`config.mk`:
```
export PLATFORM = sky130hd
export DESIGN_NAME = ssd_scan_driver
export DESIGN_NICKNAME = d
export VERILOG_FILES = /design/src/rtl/ssd_pkg.sv /design/src/rtl/ssd_scan_driver_bin2bcd_seq.sv /design/src/rtl/ssd_scan_driver.sv
export SDC_FILE = /design/constraint.sdc
export NUM_CORES = 1
export LEC_CHECK = 0
export CORE_AREA = 8 8 128 71
export DETAILED_ROUTE_END_ITERATION = 10
export DIE_AREA = 0 0 136 79
export DONT_BUFFER_PORTS = 1
export PLACE_DENSITY = 0.73
export SYNTH_ARGS = -nofsm -noshare
export SYNTH_HDL_FRONTEND = slang
export SYNTH_SLANG_ARGS = --single-unit
```
`constraint.sdc`:
```
create_clock -name clk -period 3.06 [get_ports clk]
set_clock_uncertainty 0.15 [all_clocks]
set_input_delay 0.612 -clock clk [delete_from_list [all_inputs] [get_ports clk]]
set_output_delay 0.612 -clock clk [all_outputs]
set_load 0.005 [all_outputs]
```
`src/rtl/ssd_pkg.sv`:
```
// Shared types and constants for the seven-segment scan driver: FSM encoding,
// display geometry and the active-low hex glyph table.
package ssd_pkg;

    localparam int NUM_DIGITS = 4;
    localparam int VAL_W      = 9;
    localparam int BCD_W      = 12;

    typedef enum logic [1:0] {
        S_IDLE,
        S_CONV,
        S_COMMIT
    } state_t;

    // Segment order {g,f,e,d,c,b,a}, a 0 lights the segment.
    localparam logic [6:0] SEG_BLANK = 7'b1111111;

    function automatic logic [6:0] hex_to_seg(input logic [3:0] nib);
        case (nib)
            4'h0:    return 7'b1000000;
            4'h1:    return 7'b1111001;
            4'h2:    return 7'b0100100;
            4'h3:    return 7'b0110000;
            4'h4:    return 7'b0011001;
            4'h5:    return 7'b0010010;
            4'h6:    return 7'b0000010;
            4'h7:    return 7'b1111000;
            4'h8:    return 7'b0000000;
            4'h9:    return 7'b0010000;
            4'hA:    return 7'b0001000;
            4'hB:    return 7'b0000011;
            4'hC:    return 7'b1000110;
            4'hD:    return 7'b0100001;
            4'hE:    return 7'b0000110;
            default: return 7'b0001110;
        endcase
    endfunction

endpackage

```
`src/rtl/ssd_scan_driver_bin2bcd_seq.sv`:
```
// Sequential double-dabble converter: one add-3/shift iteration per clock,
// VAL_W iterations per conversion, restarted by start.
module bin2bcd_seq
    import ssd_pkg::*;
(
    input  logic             clk,
    input  logic             rst,
    input  logic             start,
    input  logic [VAL_W-1:0] bin,
    output logic             done,
    output logic [BCD_W-1:0] bcd
);

    logic [VAL_W-1:0] shreg;
    logic [3:0]       iter;
    logic             busy;
    logic [BCD_W-1:0] adj;

    // NOTE: every bit gets a default before the conditional updates, so no latch is inferred.
    always_comb begin
        adj = bcd;
        for (int n = 0; n < BCD_W / 4; n++) begin
            if (bcd[n*4 +: 4] >= 4'd5) begin
                adj[n*4 +: 4] = bcd[n*4 +: 4] + 4'd3;
            end
        end
    end

    // High during the final iteration; bcd holds the full result from the next cycle on.
    assign done = busy && (iter == 4'(VAL_W - 1));

    // NOTE: sequential state uses non-blocking assignments so all registers update together.
    always_ff @(posedge clk or posedge rst) begin
        if (rst) begin
            shreg <= '0;
            iter  <= '0;
            busy  <= 1'b0;
            bcd   <= '0;
        end else if (start) begin
            shreg <= bin;
            iter  <= '0;
            busy  <= 1'b1;
            bcd   <= '0;
        end else if (busy) begin
            bcd   <= {adj[BCD_W-2:0], shreg[VAL_W-1]};
            shreg <= shreg << 1;
            iter  <= iter + 4'd1;
            if (done) begin
                busy <= 1'b0;
            end
        end
    end

endmodule

```
`src/rtl/ssd_scan_driver.sv`:
```
// 4-digit common-anode scan driver: samples {carry,sum}, formats it as hex or
// decimal with leading-zero blanking, and time-multiplexes the digits.
module ssd_scan_driver
    import ssd_pkg::*;
#(
    parameter int REFRESH_DIV = 100000
) (
    input  logic             clk,
    input  logic             rst,
    input  logic [VAL_W-1:0] value,
    input  logic             dec_mode,
    output logic [6:0]       seg,
    output logic             dp,
    output logic [3:0]       an
);

    localparam int PW = (REFRESH_DIV > 1) ? $clog2(REFRESH_DIV) : 1;

    state_t                     state;
    logic [VAL_W-1:0]           samp_val;
    logic                       samp_dec;
    logic                       pending;
    logic [NUM_DIGITS-1:0][3:0] digits;
    logic [PW-1:0]              presc;
    logic [1:0]                 idx;
    logic                       changed;
    logic                       conv_start;
    logic                       conv_done;
    logic [BCD_W-1:0]           bcd;
    logic [NUM_DIGITS-1:0]      blank;
    logic                       upper_zero;

    assign changed    = pending || (value != samp_val) || (dec_mode != samp_dec);
    assign conv_start = (state == S_IDLE) && changed && dec_mode;
    assign dp         = 1'b1;

    // The converter loads the live input in the same cycle the sample register does.
    bin2bcd_seq u_bin2bcd (
        .clk   (clk),
        .rst   (rst),
        .start (conv_start),
        .bin   (value),
        .done  (conv_done),
        .bcd   (bcd)
    );

    always_ff @(posedge clk or posedge rst) begin
        if (rst) begin
            state    <= S_IDLE;
            samp_val <= '0;
            samp_dec <= 1'b0;
            pending  <= 1'b1;
            digits   <= '0;
        end else begin
            case (state)
                S_IDLE: begin
                    if (changed) begin
                        samp_val <= value;
                        samp_dec <= dec_mode;
                        pending  <= 1'b0;
                        state    <= dec_mode ? S_CONV : S_COMMIT;
                    end
                end
                S_CONV: begin
                    if (conv_done) begin
                        state <= S_COMMIT;
                    end
                end
                S_COMMIT: begin
                    // All four digits swap in one edge so a scan never sees a half-updated value.
                    digits <= samp_dec ? {4'd0, bcd}
                                       : {4'd0, 3'd0, samp_val[8], samp_val[7:4], samp_val[3:0]};
                    state  <= S_IDLE;
                end
                default: state <= S_IDLE;
            endcase
        end
    end

    // A digit is blank when it and every digit to its left are zero; digit 0 always shows.
    always_comb begin
        blank      = '0;
        upper_zero = 1'b1;
        for (int k = NUM_DIGITS - 1; k >= 1; k--) begin
            upper_zero = upper_zero && (digits[k] == 4'd0);
            blank[k]   = upper_zero;
        end
    end

    always_ff @(posedge clk or posedge rst) begin
        if (rst) begin
            presc <= '0;
            idx   <= '0;
            an    <= 4'b1111;
            seg   <= SEG_BLANK;
        end else begin
            if (presc == PW'(REFRESH_DIV - 1)) begin
                presc <= '0;
                idx   <= idx + 2'd1;
            end else begin
                presc <= presc + PW'(1);
            end
            an  <= ~(4'b0001 << idx);
            seg <= blank[idx] ? SEG_BLANK : hex_to_seg(digits[idx]);
        end
    end

endmodule

```
### Word-level counts from Yosys, hierarchy flattened

Memories as Yosys holds them, arrays and structs flattened.
Index checks and enable logic that the tools add are counted.

| cells by class | value |
|---|---|
| reductions and logical operators | 14 |
| mux-type cells | 23 |
| bitwise logic cells | 1 |
| eq/ne operators | 8 |
| shift operators | 1 |
| $lt $le $gt $ge | 4 |
| $add $sub $neg | 6 |

Operators by type and width:

| kind | count |
|---|---|
| 12-bit 2-to-1 mux | 3 |
| 4-bit 2-to-1 mux | 5 |
| 9-bit 2-to-1 mux | 2 |
| 17-bit by 1-bit adder with 17-bit output, second input constant | 1 |
| 17-bit == test, second input constant | 1 |
| 17-bit 2-to-1 mux | 1 |
| 4-bit by 3-bit greater-or-equal comparator with 1-bit output, second input constant | 3 |
| 4-bit zero test | 3 |
| 9-bit != test | 1 |
| 4-bit by 2-bit adder with 4-bit output, second input constant | 2 |
| 4-bit binary-select mux with 2-bit select | 1 |
| 7-bit 2-to-1 mux | 1 |
| 2-bit 2-to-1 mux | 3 |
| 1-bit logical AND | 5 |
| 4-bit by 1-bit adder with 4-bit output, second input constant | 1 |
| 4-bit == test, second input constant | 1 |
| 1-bit 2-to-1 mux | 4 |
| 2-bit != test, second input constant | 2 |
| 4-bit inverter | 1 |
| 2-bit one-hot mux with 2 select lines | 1 |
| 2-bit AND reduction | 2 |
| 1-bit by 2-bit left shift with 4-bit output, first input constant | 1 |
| 3-bit by 2-bit adder with 3-bit output, second input constant | 1 |
| 2-bit by 3-bit < comparator with 1-bit output, second input constant | 1 |
| other kinds (9) | 10 |

| word-level totals | value |
|---|---|
| memories | 1 |
| output and inout bits | 12 |
| logic and storage cells | 74 |
| flip-flop bits (word level) | 85 |
| memory bits (read-only) | 112 |
| input bits | 12 |

Memory list:

| memory | words | width | read ports | clocked after Yosys merged registers in | write ports | RTL line | RTL |
|---|---|---|---|---|---|---|---|
| (name not given) | 16 | 7 | 1 | 0 | 0 | ssd_pkg.sv:19 | `case (nib)` |

### Logic depth before layout (Yosys ltp)

Gate-level depths: netlist (run 1).

| logic depth | value |
|---|---|
| depth in word-level cells | 6 |
| mapped depth | 9 |
| gate-level depth less buffers | 8 |

### Modules after synthesis

Synthesis (run 1) repeated with hierarchy kept, for this count alone.

| second synthesis, totals | value |
|---|---|
| cell total of the unflattened synthesis | 399 |
| area total of the unflattened synthesis | 4135.2 um^2 |

Modules (own cells, without submodules):

| module | cells an instance | seq. area each (um^2) | times used | area an instance (um^2) |
|---|---|---|---|---|
| ssd_scan_driver | 255 | 1391.3 | 1 | 2731.4 |
| bin2bcd_seq | 144 | 650.6 | 1 | 1403.8 |

### Least setup slack after synthesis (run 1)

No wires, ideal clock.

| timing | value |
|---|---|
| kind | input-to-reg |
| start point | input port value[7] |
| end point | register u_bin2bcd.busy |
| buffers on the path | 2 |
| setup time | 118 ps |
| slack | 819 ps |
| required time | 2792 ps |
| data arrival time | 1973 ps |
| stages on the path | 6 |
| cell sequence | xor2_1 or4_4 o31a_1 buf_2 buf_6 a21o_1 |

| on the way | value |
|---|---|
| word-level cells in the longest chain between the ends | 6 |

RTL lines:

| what | RTL line | RTL |
|---|---|---|
| start: declaration | ssd_scan_driver.sv:10 | `input logic [VAL_W-1:0] value,` |
| 9-bit != test | ssd_scan_driver.sv:33 | `assign changed = pending \|\| (value != samp_val) \|\| (dec_mode != samp_dec);` |
| 1-bit logical OR (2 in a row) | ssd_scan_driver.sv:33 |  |
| 1-bit logical AND (2 in a row) | ssd_scan_driver.sv:34 | `assign conv_start = (state == S_IDLE) && changed && dec_mode;` |
| 1-bit 2-to-1 mux | ssd_scan_driver_bin2bcd_seq.sv:39 | `end else if (start) begin` |
| end signal: assignment | ssd_scan_driver_bin2bcd_seq.sv:37 | `busy <= 1'b0;` |
| end signal: assignment | ssd_scan_driver_bin2bcd_seq.sv:42 | `busy <= 1'b1;` |
| end signal: assignment | ssd_scan_driver_bin2bcd_seq.sv:49 | `busy <= 1'b0;` |
| end: declaration | ssd_scan_driver_bin2bcd_seq.sv:16 | `logic busy;` |

No other way between the ends.
A chain may end at the register's enable or synchronous reset.

### Worst setup path after layout (run 1)

| timing | value |
|---|---|
| start point | register samp_val[7] |
| end point | register u_bin2bcd.bcd[9] |

| on the way | value |
|---|---|
| word-level cells in the longest chain between the ends | 6 |
| elaborated cells on any way between the ends | 7 |
| those cells by class | eq/ne: 1; mux: 1; reduce/logical: 5 |

RTL lines:

| what | RTL line | RTL |
|---|---|---|
| start: declaration | ssd_scan_driver.sv:20 | `logic [VAL_W-1:0] samp_val;` |
| start signal: assignment | ssd_scan_driver.sv:58 | `samp_val <= value;` |
| 9-bit != test (*) | ssd_scan_driver.sv:33 |  |
| 1-bit logical OR (*) (2 in a row) | ssd_scan_driver.sv:33 |  |
| 1-bit logical AND (*) (2 in a row) | ssd_scan_driver.sv:34 |  |
| 12-bit 2-to-1 mux or 2-bit nonzero test (tied branches) | -- |  |
| end signal: assignment | ssd_scan_driver_bin2bcd_seq.sv:45 | `bcd <= {adj[BCD_W-2:0], shreg[VAL_W-1]};` |
| end: declaration | ssd_scan_driver_bin2bcd_seq.sv:11 | `output logic [BCD_W-1:0] bcd` |

Mark *: on every way between the ends. The rest lies on a longest branch, timed or not.

==> reports/results.tsv, run 1 <==
stage	metric	value	unit
placement	IO Port Bufs	0	
timing	Slew Limit Headroom	0.201	
grt	first-pass GRT wire length	13.8	mm
yosys	Cell Area, Synth	0.00415	mm²
yosys	Synth area leaders	dfrtp_1, dfstp_2, mux2i_1, ha_1, xnor2_1	
timing	RSZ-0062 raised after global routing	false	
layout	synthesis-to-layout area growth	9.96	%
yosys	Cell variety after synth	50	
grt	gr ovfl total	0	
placement	pre-CTS setup slack	0.448	ns
hold_path	Worst Hold Class	in -> async	
power_and_ir_drop	Static Leak	2.06	nW
clock_network	CTS Sinks	81	
routing	via density per instance	5.46	
critical_path	Worst EP required	3.18	ns
clock_network	post-CTS setup buffer count	0	
yosys	Synth area leader	dfrtp_1	
floorplan	Rows	23	
critical_path	CP Launch Point	samp_val[7]	
timing	crit share post-route	0.812	
routing	DRC errors left	0	
routing	Routed WL	8.02	mm
clock_network	clk slew on worst S/H paths	0.06	ns
yosys	Post-synth EDFFs	0	
clock_network	worst-skew pair later-pin latency	0.34	ns
yosys	most common flop cell mapped by yosys	dfrtp_1	
routing	total number of vias	2776	
routing	DRT iter0 DRCs	166	
floorplan	IO Count	24	
routing	Final ANT Viol Nets	0	
clock_network	worst-case clock buffer depth	2	
floorplan	die width	136	µm
critical_path	Crit path arrival time	2.60	ns
timing	worst-margin pin slew	1.20	ns
yosys	syn_nets	431	
placement	gp weighted congestion	0.839	
layout	Register Area	0.00204	mm²
timing	fin worst setup slack	0.576	ns
yosys	Seq/Total Area, Yosys	0.493	
yosys	yosys warns	0	
routing	drt wl/cell	15.8	µm
floorplan	initial core utilization	0.554	
clock_network	PostCTS Resize Cnt	0	
timing	Final setup violation count	0	
clock_network	CTS tree	yes	
routing	DRT Pass-1 Iters	4	
layout	Non-Filler Instances	508	
timing	Max Slew Vio Count	0	
status	status	completed	
power_and_ir_drop	Pwr Total	0.00422	W
job	maxcap violations	0	
critical_path	r2r startpoint	samp_val[7]	
critical_path	Crit Path Max Fanout	32	
floorplan	Die Ht	79	µm
layout	FILL cells	615	
critical_path	crit path kind	reg -> reg	
yosys	top-area cell type share of the netlist area	0.417	
grt	largest net degree at the start of global routing	45	
grt	initial antenna violation count	0	
yosys	Yosys reg bits	81	
grt	total track usage	0.164	
timing	setup TNS	0	ns
layout	layout cell share with drive strength beyond 1	0.113	
layout	footprint of the multi-input gates	0.00193	mm²
layout	n_diodes	0	
placement	Detailed Place HPWL	5.95	mm
power_and_ir_drop	P per Cell Area	927	mW/mm²
timing	Final Hold Viols	0	
layout	nets	434	
grt	vias in the first global route	2860	
power_and_ir_drop	peak supply drop	501	µV
clock_network	CTS Buf Count	9	
timing	Max Fclk	403	MHz
floorplan	core area	0.00748	mm²
placement	placed cells	492	
yosys	synthesized instance count	400	
clock_network	CTS hold repair buffers	0	
yosys	Synth Area per Inst	10.4	µm²
critical_path	Setup crit end kind	flip-flop	
critical_path	R2R setup slack	0.58	ns
critical_path	type of origin of the critical path	flip-flop	
clock_network	H-tree Lvls	3	
yosys	Async S/R FF share, synth	1.00	
timing	Tmin final	2.48	ns
clock_network	Root Driver	clkbuf_16	
floorplan	total die area	0.0107	mm²
[routing by layer]
metal | routed length (µm) | vias to the layer above | global-route usage
met2 | 3410 | 57 | 0.239
met4 | 125 | 0 | 0.0686
met1 | 3960 | 1328 | 0.221
met3 | 526 | 14 | 0.0560
met5 | 0 | - | 0
li1 | - | 1377 | -
[power breakdown]
group | internal, W | total (W) | leakage (nW) | switching [W]
combinational | 0.000658 | 0.00137 | 0.903 | 0.000717
sequential | 0.00144 | 0.00178 | 1.01 | 0.000344
clock | 0.000673 | 0.00107 | 0.150 | 0.000396
[path summary, 6_finish.rpt]
path	endpoint	cells after the start
worst max-delay path	u_bin2bcd.bcd[9]	5
worst min-delay path	digits[10]	1
worst max register to register	u_bin2bcd.bcd[9]	5
worst min register to register	digits[0]	2
max in group asynchronous	u_bin2bcd.bcd[1]	2
min in group clk	state[1]	1
[metrics by stage]
| stage | util | instance area [µm²] | hold slack [ns] |
|---|---|---|---|
| floorplan | - | 4150 | 0.299 |
| global placement | 0.569 | 4260 | 0.327 |
| detailed placement | 0.569 | 4260 | 0.321 |
| CTS | 0.609 | 4560 | 0.0902 |
| global route | 0.609 | 4560 | 0.128 |
| finish | 0.609 | 4560 | 0.0737 |
[cells by family after synthesis]
kind of cell / Yosys count / share of synthesized area
xor gates and xnor gates: 36 / 0.0761
other: 1 / 0.000905
muxes: 40 / 0.0993
AOI/OAI and AO/OA: 65 / 0.0930
adders and majority gates: 19 / 0.0574
buffers and inverters: 39 / 0.0417
DFF: 81 / 0.493
and+or+nand+nor: 119 / 0.139
[final cells by class]
class                   count  share of cell area
flip-flops and latches     81               0.448
well taps                 100              0.0274
repair buffers              8              0.0159
clock inverters             3             0.00878
inverters                  23              0.0192
clock buffers              13              0.0571
multi-input cells         280               0.424
[critical path, stage by stage, from the launching register on]
cell     delay, ns
dfrtp_1       0.44
xor2_1        0.19
or4_4         0.53
o31a_1        0.68
buf_4         0.31
nor2_1        0.10
[synth_stat cells, types with 4 or more instances]
library cell	n
o21ai_1	16
nor3_1	4
dfstp_2	12
dfrtp_1	69
mux2i_1	31
nor2_1	26
xnor2_1	25
mux2_2	6
a21oi_1	10
xor2_1	11
clkbuf_1	7
inv_1	23
o21ai_0	20
ha_1	19
nand4_1	8
nand3_1	10
nand2_1	47
[flip-flops by register name, summed over array words and instances, names as in the netlist, 2 cells and up]
name and cells:
an 4, idx 2, u_bin2bcd.bcd 12, presc 17, seg 7, u_bin2bcd.shreg 9, samp_val 9, state 2
digits 12, u_bin2bcd.iter 4
[cells in the final DEF, fill, tap and decap left out, drive strengths merged, types with 5 or more instances in the layout]
master / count
o21ai: 36
nand2: 47
xnor2: 25
mux2: 9
a21oi: 10
buf: 8
ha: 19
xor2: 11
nor2: 26
nor3: 5
mux2i: 31
dfstp: 12
dfrtp: 69
nand4: 8
clkbuf: 13
inv: 22
nand3: 10
Note: power is estimated with default switching activity, not from simulation.
==> run 2, diff against run 1 <==
- CORE_AREA: 8 8 128 71 -> 8 8 130 72
- DIE_AREA: 0 0 136 79 -> 0 0 138 80
- PLACE_DENSITY: 0.73 -> 0.74
- clock period: 3.06 -> 2 ns (I/O delays scaled with it)
==> reports/results.tsv, run 2 (synthesized netlist as in run 1, its figures left out) <==
stage	metric	value	unit
layout	Largest regs	presc: 17 flops, digits: 12 flops, u_bin2bcd.bcd: 12 flops	
routing	DRT Pass-1 Iters	5	
critical_path	Setup crit end	u_bin2bcd.shreg[8]	
routing	via density per instance	5.51	
grt	largest net degree at the start of global routing	82	
timing	Tmin final	1.99	ns
grt	met3 Use GR	0.0517	
grt	M1 GR Usage	0.231	
layout	Final Core Density	0.622	
routing	total number of vias	2875	
critical_path	Crit path arrival time	2.06	ns
critical_path	R2R setup slack	0.007	ns
timing	Max Fclk	502	MHz
status	status	completed	
placement	placed cells	500	
routing	drt wl/cell	16.2	µm
timing	Max Slew Vio Count	0	
clock_network	worst-skew pair later-pin latency	0.34	ns
layout	n_diodes	0	
clock_network	CTS Buf Count	9	
floorplan	total die area	0.0110	mm²
placement	Detailed Place HPWL	6.02	mm
floorplan	Rows	23	
clock_network	worst-case clock buffer depth	2	
power_and_ir_drop	Pwr Total	0.00671	W
critical_path	R2R depth	6	
critical_path	Buf/Inv on CP	1	
critical_path	CP delay by family, top	simple AND/OR/NAND/NOR gates	
critical_path	Crit Path Max Fanout	31	
floorplan	core area	0.00760	mm²
layout	Non-Filler Instances	522	
critical_path	r2r endpoint	u_bin2bcd.shreg[8]	
floorplan	initial core utilization	0.546	
critical_path	Setup crit end kind	flip-flop	
clock_network	Root Driver	clkbuf_16	
layout	synthesis-to-layout area growth	13.9	%
layout	nets	448	
layout	most common cell after layout, fill and taps aside	dfrtp_1	
critical_path	CP Launch Point	samp_val[7]	
timing	fin worst setup slack	0.00691	ns
layout	layout cell share with drive strength beyond 1	0.152	
timing	Final Hold Viols	0	
floorplan	Die Ht	80	µm
grt	gr busiest metal	met1	
hold_path	Worst Hold Class	in -> reg	
critical_path	CP max-delay cell	or4_4	
layout	Register Area	0.00204	mm²
clock_network	CTS Sinks	81	
power_and_ir_drop	Static Leak	2.15	nW
routing	Final ANT Viol Nets	0	
clock_network	CTS tree	yes	
critical_path	Worst EP required	2.07	ns
job	maxcap violations	0	
clock_network	H-tree Lvls	3	
timing	Final setup violation count	0	
grt	gr ovfl total	0	
routing	DRC errors left	0	
layout	most frequent cells in the layout	dfrtp_1, nand2_1, mux2i_1	
placement	gp weighted congestion	0.844	
routing	Routed WL	8.48	mm
layout	FILL cells	616	
grt	initial antenna violation count	0	
routing	DRT iter0 DRCs	217	
layout	Top reg by flops	presc	
layout	Largest register FFs	17	
placement	pre-CTS setup slack	-0.0354	ns
timing	crit share post-route	0.997	
grt	grt met2 use	0.220	
power_and_ir_drop	peak supply drop	543	µV
grt	first-pass GRT wire length	14.2	mm
critical_path	type of origin of the critical path	flip-flop	
critical_path	critical path depth	6	
timing	Slew Limit Headroom	0.601	
critical_path	r2r startpoint	samp_val[7]	
clock_network	clk slew on worst S/H paths	0.06	ns
timing	RSZ-0062 raised after global routing	true	
critical_path	crit-path cells	xor2_1 -> or4_4 -> o31a_1 -> buf_12 -> nand2_1 -> o21ai_1	
timing	setup TNS	0	ns
placement	IO Port Bufs	0	
grt	vias in the first global route	2763	
grt	total track usage	0.160	
floorplan	die width	138	µm
layout	footprint of the multi-input gates	0.00196	mm²
power_and_ir_drop	P per Cell Area	1420	mW/mm²
critical_path	crit path kind	reg -> reg	
timing	worst-margin pin slew	0.598	ns
floorplan	IO Count	24	
critical_path	CP max stage delay	0.53	ns
==> run 2: cell types whose count changed in the layout (fill, tap and decap cells not counted), sizes merged <==
cell,previous run,this run
buf,8,20
clkinv,3,1
dlygate4sd3,0,2
clkbuf,13,14
clkinvlp,0,1
==> run 2: layout make-up <==
class	count	area share
Multi-Input combinational cell	280	0.415
Timing Repair Buffer	22	0.0413
Clock buffer	14	0.0580
Sequential cell	81	0.433
Clock inverter	2	0.00742
Tap cell	100	0.0265
Inverter	23	0.0191
==> run 2: worst min path at each step <==
| stage | start | end | slack, ns | depth (start not counted) |
|---|---|---|---|---|
| global placement | rst | u_bin2bcd.bcd[7] | 0.27 | 2 |
| floorplan | digits[0] | digits[0] | 0.30 | 2 |
| finish | value[0] | u_bin2bcd.shreg[0] | 0.03 | 2 |
| detailed placement | rst | samp_dec | 0.27 | 2 |
| CTS | value[0] | u_bin2bcd.shreg[0] | 0.02 | 2 |
| global route | value[2] | u_bin2bcd.shreg[2] | 0.03 | 2 |
==> run 2: where the power goes <==
group	total, W	leakage, nW	internal (W)	switching (W)
clock network	0.00168	0.153	0.00107	0.000616
logic	0.00235	0.993	0.00112	0.00123
registers	0.00268	1.00	0.00220	0.000484
total	0.00671	2.15	0.00439	0.00233
==> run 2: metal layers <==
layer | up-vias | share of wire | routed length (µm)
met1 | 1413 | 0.52 | 4450
met2 | 57 | 0.42 | 3550
met3 | 4 | 0.051 | 434
met5 | - | 0 | 0
met4 | 0 | 0.0055 | 47
li1 | 1401 | - | -
==> run 2: stage by stage <==
stage | cell area [µm²] | hold slack (ns)
2_1_floorplan | 4160 | 0.299
3_3_place_gp | 4340 | 0.273
3_5_place_dp | 4340 | 0.274
4_1_cts | 4700 | 0.0152
5_1_grt | 4720 | 0.0251
6_report | 4720 | 0.0279
==> run 2: what timing repair did <==
item | 4_1_cts | 5_1_grt
pin swaps | 2 | 1
hold buffers | 2 | 0
hold endpoints to repair | 70 | 0
endpoints found under the setup margin | 5 | 21
gates resized for setup | 3 | 3
setup buffers | 2 | 2
==> run 3, diff against run 2 <==
- ABC_AREA: not set -> 1
- CORE_AREA: 8 8 130 72 -> 8 8 131 72
- DIE_AREA: 0 0 138 80 -> 0 0 139 80
- clock period: 2 -> 2.4 ns (I/O delays scaled with it)
==> reports/results.tsv, run 3 <==
stage	metric	value	unit
status	status	completed	
layout	most common cell after layout, fill and taps aside	nand2_1	
routing	total number of vias	3518	
grt	gr ovfl total	0	
routing	DRC errors left	0	
floorplan	total die area	0.0111	mm²
grt	gr busiest metal	met2	
timing	crit share post-route	0.853	
layout	layout cell share with drive strength beyond 1	0.106	
clock_network	Root Driver	clkbuf_16	
power_and_ir_drop	P per Cell Area	1200	mW/mm²
yosys	Synth area leader	dfrtp_1	
layout	Largest register FFs	17	
yosys	most frequent cells after synthesis	nand2_1, inv_1, dfrtp_1, o21ai_0, nor2_1	
placement	gp weighted congestion	0.870	
clock_network	H-tree Lvls	3	
power_and_ir_drop	Logic pwr share	0.370	
clock_network	CTS Buf Count	9	
grt	first-pass GRT wire length	16.1	mm
yosys	yosys warns	0	
timing	Hold WS	0.0101	ns
yosys	Cell Area, Synth	0.00437	mm²
layout	Final Core Density	0.626	
power_and_ir_drop	Clock Power Share	0.250	
yosys	Async S/R FF share, synth	1.00	
timing	worst-margin pin slew	0.650	ns
layout	Non-Filler Instances	657	
layout	synthesis-to-layout area growth	9.56	%
critical_path	Worst EP required	2.50	ns
yosys	cell with the most instances after synthesis	nand2_1	
hold_path	Worst Hold Class	in -> async	
routing	DRT iter0 DRCs	284	
power_and_ir_drop	internal power	0.00350	W
floorplan	initial core utilization	0.571	
power_and_ir_drop	switch share	0.390	
floorplan	Rows	23	
yosys	synthesized instance count	548	
routing	DRT Pass-1 Iters	5	
critical_path	R2R setup slack	0.35	ns
routing	drt wl/cell	14.3	µm
clock_network	CTS hold repair buffers	0	
placement	IO Port Bufs	0	
grt	vias in the first global route	3314	
placement	Detailed Place HPWL	6.82	mm
layout	nets	583	
critical_path	crit path kind	reg -> reg	
grt	total track usage	0.183	
layout	n_diodes	0	
clock_network	PostCTS Resize Cnt	0	
critical_path	r2r startpoint	samp_val[8]	
routing	Routed WL	9.39	mm
floorplan	die width	139	µm
power_and_ir_drop	peak supply drop	492	µV
grt	initial antenna violation count	0	
critical_path	Setup crit end kind	flip-flop	
timing	Max Fclk	489	MHz
routing	Final ANT Viol Nets	0	
clock_network	worst-case clock buffer depth	2	
timing	RSZ-0062 raised after global routing	false	
yosys	Seq/Total Area, Yosys	0.467	
clock_network	worst-skew pair later-pin latency	0.34	ns
floorplan	Die Ht	80	µm
critical_path	Crit path arrival time	2.15	ns
timing	Max Slew Vio Count	0	
power_and_ir_drop	Static Leak	2.38	nW
yosys	Synth Area per Inst	7.98	µm²
yosys	Cell variety after synth	34	
layout	Top reg by flops	presc	
clock_network	CTS tree	yes	
clock_network	clk slew on worst S/H paths	0.06	ns
timing	setup TNS	0	ns
critical_path	r2r endpoint	u_bin2bcd.shreg[4]	
power_and_ir_drop	Net Sw Power	0.00224	W
grt	met3 Use GR	0.0776	
grt	grt met2 use	0.260	
layout	most frequent cells in the layout	nand2_1, inv_1, dfrtp_1	
yosys	Synth area leaders	dfrtp_1, nand2_1, inv_1, dfstp_2, o21ai_0	
placement	placed cells	641	
yosys	most common flop cell mapped by yosys	dfrtp_1	
yosys	Yosys reg bits	81	
critical_path	Crit Path Max Fanout	21	
routing	via density per instance	5.35	
layout	Largest regs	presc: 17 flops, digits: 12 flops, u_bin2bcd.bcd: 12 flops	
timing	Slew Limit Headroom	0.566	
timing	Final setup violation count	0	
grt	largest net degree at the start of global routing	43	
floorplan	IO Count	24	
grt	M1 GR Usage	0.254	
yosys	top-area cell type share of the netlist area	0.395	
clock_network	CTS Sinks	81	
critical_path	CP Launch Point	samp_val[8]	
floorplan	core area	0.00765	mm²
critical_path	R2R depth	8	
timing	Final Hold Viols	0	
yosys	syn_nets	579	
yosys	Post-synth EDFFs	0	
clock_network	post-CTS setup buffer count	0	
power_and_ir_drop	register share of total power	0.380	
critical_path	type of origin of the critical path	flip-flop	
job	maxcap violations	0	
timing	Tmin final	2.05	ns
run 3: cell count changes in the layout (fill, tap and decap cells not counted), moves of 6 or more:
cell | previous run | this run
a21oi_1 | 10 | 28
buf_4 | 18 | 8
inv_1 | 22 | 84
inv_2 | 0 | 6
mux2_2 | 6 | 0
mux2i_1 | 31 | 0
nand2_1 | 47 | 126
nand3_1 | 10 | 33
nor2_1 | 26 | 37
o211ai_1 | 3 | 10
o21ai_0 | 20 | 55
o21ai_1 | 15 | 4
o21ai_2 | 1 | 8
xnor2_1 | 25 | 2
run 3: how the worst max path moves through the flow:
stage | to | slack (ns)
floorplan | seg[3] | 0.45
global placement | seg[3] | 0.43
detailed placement | u_bin2bcd.shreg[4] | 0.33
global route | seg[3] | 0.16
finish | u_bin2bcd.shreg[4] | 0.35
CTS | u_bin2bcd.shreg[4] | 0.37
run 3: cell families after synthesis:
group | after synthesis | synth area share
flops | 81 | 0.467
xor+xnor | 13 | 0.0261
buf+inv | 108 | 0.0976
simple gates | 219 | 0.218
other cells | 1 | 0.000858
fa+ha+maj | 19 | 0.0544
compound gates | 107 | 0.136
run 3: routing by layer:
| layer | part of all wire | wire length [µm] | vias up |
|---|---|---|---|
| li1 | - | - | 1758 |
| met1 | 0.50 | 4660 | 1648 |
| met2 | 0.41 | 3850 | 101 |
| met3 | 0.085 | 797 | 11 |
| met4 | 0.0093 | 87 | 0 |
| met5 | 0 | 0 | - |
run 3: stage by stage:
stage	setup WS (ns)	total power, W	instance area (µm²)
6_report	0.354	0.00573	4790
3_5_place_dp	0.325	0.00427	4480
4_1_cts	0.368	0.00575	4790
2_1_floorplan	0.446	0.00376	4370
5_1_grt	0.162	0.00622	4790
3_3_place_gp	0.432	0.00419	4480
run 3: area by class of cell:
cell class	count	area, µm²
fill	657	2870
sequential	81	2040
multi-input combinational	359	1900
inverter	93	353
clock buffer	12	236
tap	100	125
clock inverter	4	70.1
timing repair buffer	8	60.1
run 3: power groups by stage:
stage,registers [W],clock network [W],logic (W)
4_1_cts,0.00217,0.00146,0.00211
5_1_grt,0.00223,0.00152,0.00248
2_1_floorplan,0.00208,0,0.00167
6_report,0.00218,0.00143,0.00212
3_3_place_gp,0.00218,0,0.00202
3_5_place_dp,0.00219,0,0.00209
run 3: critical path, cell delays in order (launching register included):
cell	delay, ns
dfrtp_1	0.44
a21oi_1	0.17
nand2_1	0.06
nor2_1	0.13
nand3_2	0.17
nand2_2	0.42
buf_4	0.25
nand2_1	0.07
o21ai_0	0.09
